==> config.mk <==
export PLATFORM = sky130hd
export DESIGN_NAME = alu_logic_issuer
export DESIGN_NICKNAME = d
export VERILOG_FILES = /design/src/rtl/alu_logic_issuer.sv
export SDC_FILE = /design/constraint.sdc
export NUM_CORES = 1
export LEC_CHECK = 0
export CAP_MARGIN = 20
export CORE_AREA = 2 2 129 131
export DETAILED_ROUTE_END_ITERATION = 12
export DIE_AREA = 0 0 131 133
export PLACE_DENSITY = 0.71
export SLEW_MARGIN = 20
export SYNTH_ARGS = -nofsm -noshare
export SYNTH_HDL_FRONTEND = slang
export SYNTH_SLANG_ARGS = --single-unit
==> constraint.sdc <==
create_clock -name clk -period 3.3 [get_ports clk]
set_input_delay 0.33 -clock clk [delete_from_list [all_inputs] [get_ports clk]]
set_output_delay 0.33 -clock clk [all_outputs]
set_load 0.05 [all_outputs]
==> src/rtl/alu_logic_issuer.sv <==
// rtl/alu_logic_issuer.sv - issues operands to an external logic gate bank and returns the selected result
//
// Purpose: accepts one logic-op request at a time, drives the registered operands
// onto the gate bank, waits SETTLE_CYCLES clocks for the bank to settle, then
// captures the result selected by the op code and holds it until consumed.
// Invalid op codes (5-7) skip the gate bank and answer at once with rsp_err=1.
//
// Optional build macro: ALU_ISSUER_ZERO_FLAG_EN adds rsp_zero (result==0 and no error).
//
// Ports:
//   clk, rst_n                      clock, asynchronous active-low reset
//   req_valid/req_ready             request handshake
//   req_op, req_a, req_b            op code (0 AND,1 NAND,2 OR,3 NOR,4 XOR) and operands
//   gate_a, gate_b                  registered operands to the gate bank
//   and_in..xor_in                  gate bank results
//   rsp_valid/rsp_ready             response handshake
//   rsp_result, rsp_err             captured result, invalid-op flag
//   rsp_zero                        zero flag (only with ALU_ISSUER_ZERO_FLAG_EN)

module alu_logic_issuer #(
  parameter int unsigned SETTLE_CYCLES = 2
) (
  input  logic        clk,
  input  logic        rst_n,
  input  logic        req_valid,
  output logic        req_ready,
  input  logic [2:0]  req_op,
  input  logic [31:0] req_a,
  input  logic [31:0] req_b,
  output logic [31:0] gate_a,
  output logic [31:0] gate_b,
  input  logic [31:0] and_in,
  input  logic [31:0] nand_in,
  input  logic [31:0] or_in,
  input  logic [31:0] nor_in,
  input  logic [31:0] xor_in,
  output logic        rsp_valid,
  input  logic        rsp_ready,
  output logic [31:0] rsp_result,
  output logic        rsp_err
`ifdef ALU_ISSUER_ZERO_FLAG_EN
  ,
  output logic        rsp_zero
`endif
);

  typedef enum logic [1:0] {IDLE, SETTLE, RESP} state_t;

  localparam logic [3:0] SETTLE_INIT = 4'(SETTLE_CYCLES);

  state_t      state_q, state_d;
  logic [3:0]  cnt_q;
  logic [2:0]  op_q;
  logic        accept;
  logic        capture;
  logic        op_valid;
  logic [31:0] sel;

  assign op_valid = (req_op <= 3'd4);

  always_ff @(posedge clk or negedge rst_n) begin
    if (!rst_n) begin
      state_q <= IDLE;
    end else begin
      state_q <= state_d;
    end
  end

  always_comb begin
    state_d   = state_q;
    req_ready = 1'b0;
    rsp_valid = 1'b0;
    accept    = 1'b0;
    capture   = 1'b0;
    case (state_q)
      IDLE: begin
        // State already reads IDLE during reset; gate with rst_n so no request
        // is advertised while the block is held in reset.
        req_ready = rst_n;
        if (req_valid) begin
          accept  = 1'b1;
          state_d = op_valid ? SETTLE : RESP;
        end
      end
      SETTLE: begin
        // Counter value 1 means this edge takes it to 0: sample now.
        if (cnt_q <= 4'd1) begin
          capture = 1'b1;
          state_d = RESP;
        end
      end
      RESP: begin
        rsp_valid = 1'b1;
        if (rsp_ready) begin
          state_d = IDLE;
        end
      end
      default: state_d = IDLE;
    endcase
  end

  always_comb begin
    sel = '0;
    case (op_q)
      3'd0:    sel = and_in;
      3'd1:    sel = nand_in;
      3'd2:    sel = or_in;
      3'd3:    sel = nor_in;
      3'd4:    sel = xor_in;
      default: sel = '0;
    endcase
  end

  always_ff @(posedge clk or negedge rst_n) begin
    if (!rst_n) begin
      cnt_q      <= '0;
      op_q       <= '0;
      gate_a     <= '0;
      gate_b     <= '0;
      rsp_result <= '0;
      rsp_err    <= 1'b0;
    end else begin
      if (accept && op_valid) begin
        gate_a <= req_a;
        gate_b <= req_b;
        op_q   <= req_op;
        cnt_q  <= SETTLE_INIT;
      end
      if (accept && !op_valid) begin
        rsp_result <= '0;
        rsp_err    <= 1'b1;
      end
      if (state_q == SETTLE) begin
        cnt_q <= cnt_q - 4'd1;
      end
      if (capture) begin
        rsp_result <= sel;
        rsp_err    <= 1'b0;
      end
    end
  end

`ifdef ALU_ISSUER_ZERO_FLAG_EN
  always_ff @(posedge clk or negedge rst_n) begin
    if (!rst_n) begin
      rsp_zero <= 1'b0;
    end else if (accept && !op_valid) begin
      rsp_zero <= 1'b0;
    end else if (capture) begin
      rsp_zero <= (sel == 32'd0);
    end
  end
`endif

endmodule

==> key figures <==
Run status
  – Status: finished, final reports clean

Power
  – Flop pwr share: 26.3%
  – Overall Power: 8.70 mW
  – Worst vdd ir: 0.594 mV
  – Internal Power: 4.38 mW
  – NetSw: 4.32 mW
  – PwrDens: 957 nW/um^2
  – Comb power frac: 62.3%
  – Clock Power Share: 11.4%
  – Sw frac: 49.7%
  – Pleak: 3.90 nW

Yosys
  – Synth warn: 0
  – Ranking of synthesized cells by area: dfrtp_1, nand2_1, mux2_2
  – Post-synth top area cell: dfrtp_1
  – Number of synthesized flops with an enable pin: 0
  – Syn_nets: 818
  – Cells after Synth: 585
  – Ys async rst share: 100%
  – FF+latch count, synth: 106
  – Synth top area share: 49.2%
  – Netlist Area Pre-Place: 5400 sq um
  – Cell variety after synth: 31
  – Ys flop type: dfrtp_1
  – Synthesized area per cell: 9.22 sq um
  – Sequential fraction of the synthesis area: 49.2%

Critical path
  – Reg2Reg Launch Point: op_q[0]$_DFFE_PN0P_
  – Crit. End Element: register
  – CP Launch Type: register
  – Crit Path Class: register to register
  – Worst R2R Path Depth: 5
  – R2R setup slack: 1050 ps
  – Crit Reg-Reg Endpoint: rsp_result[30]$_DFFE_PN0P_
  – CP Data Arrival Time: 2530 ps
  – Critical path required time: 3580 ps
  – CP max FO: 21

Cells and area
  – Proportion of layout cells with a drive suffix above 1: 7.63%
  – Final Non-Filler Cells: 1112
  – Design area: 9090 sq um
  – Area growth, synth to finish: 68.5%
  – NumNets Final: 1119

STA
  – Fin crit period: 2250 ps
  – Worst slew pin tran: 894 ps
  – Final critical-path share of the clock period: 68.1%
  – Final hold vios: 0
  – # setup viols final: 0
  – Worst clock skew: 8.92 ps
  – Peak Freq: 0.445 GHz
  – Slew HR: 40.3%
  – Slew Viols, Final: 0
  – Final setup TNS: 0 ps
  – RSZ-0062 raised after global routing: no

Placement
  – IO Port Bufs: 329
  – Placed cell count: 1095
  – RePlAce Congestion: 0.823
  – Placed Area: 8820 sq um
  – Detailed Place HPWL: 13900 um

Routing
  – Vias post-DR: 5454
  – Post-detailed-route wirelength per cell: 17.0 um
  – DR iter-0 viols: 235
  – DRC violations left: 0
  – Total Wirelength: 18900 um
  – Vias/cell: 4.90
  – DRT antenna net count: 0
  – Drt first pass iters: 4

CTS
  – TritonCTS clock tree: built
  – Clock buffer depth: 2
  – Num CTS Buffers: 9
  – Clk pin slew, worst setup/hold paths: 70 ps
  – Max H-tree Level: 3
  – Clk root buf: clkbuf_16
  – Clock Latency Late Sink: 350 ps
  – Post-CTS setup buffers: 0
  – Clk sink count: 106
  – Cts hold-fix bufs: 0
  – Post-CTS sizing: 0

Die
  – Starting Density: 33.4%
  – CORE AREA: 16200 sq um
  – Ports: 330
  – Die height: 133 um
  – Die footprint: 17400 sq um
  – Die W: 131 um
  – Row count: 47

Global routing
  – Total Routing Usage GR: 21.3%
  – Number of antenna violations at the first check in global routing: 1
  – Largest net degree at the start of global routing: 70
  – GRT overflow: 0
  – Vias in the first global route: 5449
  – First-pass GRT wire length: 28900 um

Hold path
  – Hold WC Path Type: input pin to async pin

Flow run
  – Maxcap violations: 0
-- layout by cell type, fill, tap and decap left out, drive strengths merged, types with 2 or more instances in the layout --
| master | count |
|---|---|
| a22o | 32 |
| buf | 15 |
| nor2 | 7 |
| clkdlybuf4s50 | 328 |
| o22ai | 31 |
| nand2b | 3 |
| nand3 | 2 |
| inv | 3 |
| o21ai | 7 |
| nor2b | 5 |
| dfrtp | 106 |
| mux2 | 31 |
| nand2 | 199 |
| clkinv | 3 |
| nor3b | 32 |
| a22oi | 31 |
| a21oi | 31 |
| clkbuf | 12 |
| ha | 2 |
-- cell families (layout without fill, tap and decap cells) --
group / count (synthesis) / in the layout / share of synthesized area (%)
flip-flops: 106 / 106 / 49.2
multiplexers: 32 / 32 / 6.65
buffers and inverters: 56 / 362 / 5.61
adder cells (fa/ha/maj): 2 / 2 / 0.464
other: 0 / 1 / 0
XOR/XNOR: 1 / 1 / 0.162
AND/OR/NAND/NOR: 252 / 252 / 20.7
AO/OA/AOI/OAI: 136 / 136 / 17.2
-- per-stage QoR --
step	utilization, %	worst slack, ps	hold WS [ps]
4_1_cts	56.2	1050	53.7
3_5_place_dp	54.6	944	434
2_1_floorplan	-	1420	34.4
3_3_place_gp	54.6	965	427
5_1_grt	56.2	898	79.9
6_report	56.2	1050	45.3
-- layout make-up --
cell class	count	area, sq um
clock inverter	4	30.0
fill	1467	7080
sequential	106	2660
clock buffer	12	236
antenna	1	2.50
tap	220	275
inverter	3	11.3
timing repair buffer	343	3420
multi-input combinational	423	2460
-- critical path, cell delays in order, from the launching register on --
cell	delay, ps
dfrtp_2	660
nor2b_2	610
buf_4	380
a32oi_1	140
o21ai_0	190
a22o_1	190
-- cells in the mapped netlist (2+ instances only) --
cell type	n
buf_4	3
ha_1	2
nor2b_1	5
o22ai_1	31
a22oi_1	31
clkbuf_1	16
o21ai_0	7
mux2_2	31
a21oi_1	31
inv_1	3
buf_6	7
nand2_1	199
nor3b_1	32
nand2b_1	3
nor2_1	6
dfrtp_1	106
a22o_1	32
nand3_1	2
buf_2	23
buf_1	4
-- power groups by stage --
stage          clock network, mW  registers, mW  logic, mW
2_1_floorplan                  0           3.97       1.92
3_3_place_gp                   0           2.30       5.41
3_5_place_dp                   0           2.29       5.46
4_1_cts                     1.02           2.29       5.47
5_1_grt                     1.07           2.37       5.77
6_report                   0.992           2.29       5.42
-- registers in the layout, summed over array words and instances (netlist names) --
name        cells
gate_b         32
cnt_q           4
op_q            3
rsp_err         1
state_q         2
gate_a         32
rsp_result     32
-- layer usage --
layer / vias up / track usage, % / part of all wire, %
li1: 2628 / - / -
met1: 2585 / 26.7 / 42
met2: 215 / 35.8 / 47
met3: 26 / 4.65 / 7.7
met4: 0 / 7.86 / 2.6
met5: - / 0 / 0
-- worst max-delay path by stage --
stage	slack, ps	end	startpoint
final	1050	rsp_result[30]$_DFFE_PN0P_	op_q[0]$_DFFE_PN0P_
after global routing	900	rsp_result[10]$_DFFE_PN0P_	op_q[0]$_DFFE_PN0P_
after CTS	1050	rsp_result[30]$_DFFE_PN0P_	op_q[0]$_DFFE_PN0P_
after detailed placement	940	rsp_result[1]$_DFFE_PN0P_	req_op[1]
after global placement	960	rsp_result[9]$_DFFE_PN0P_	req_op[1]
after floorplan	1420	req_ready	state_q[1]$_DFFE_PN0P_
Power figures use the tool's default switching activity.
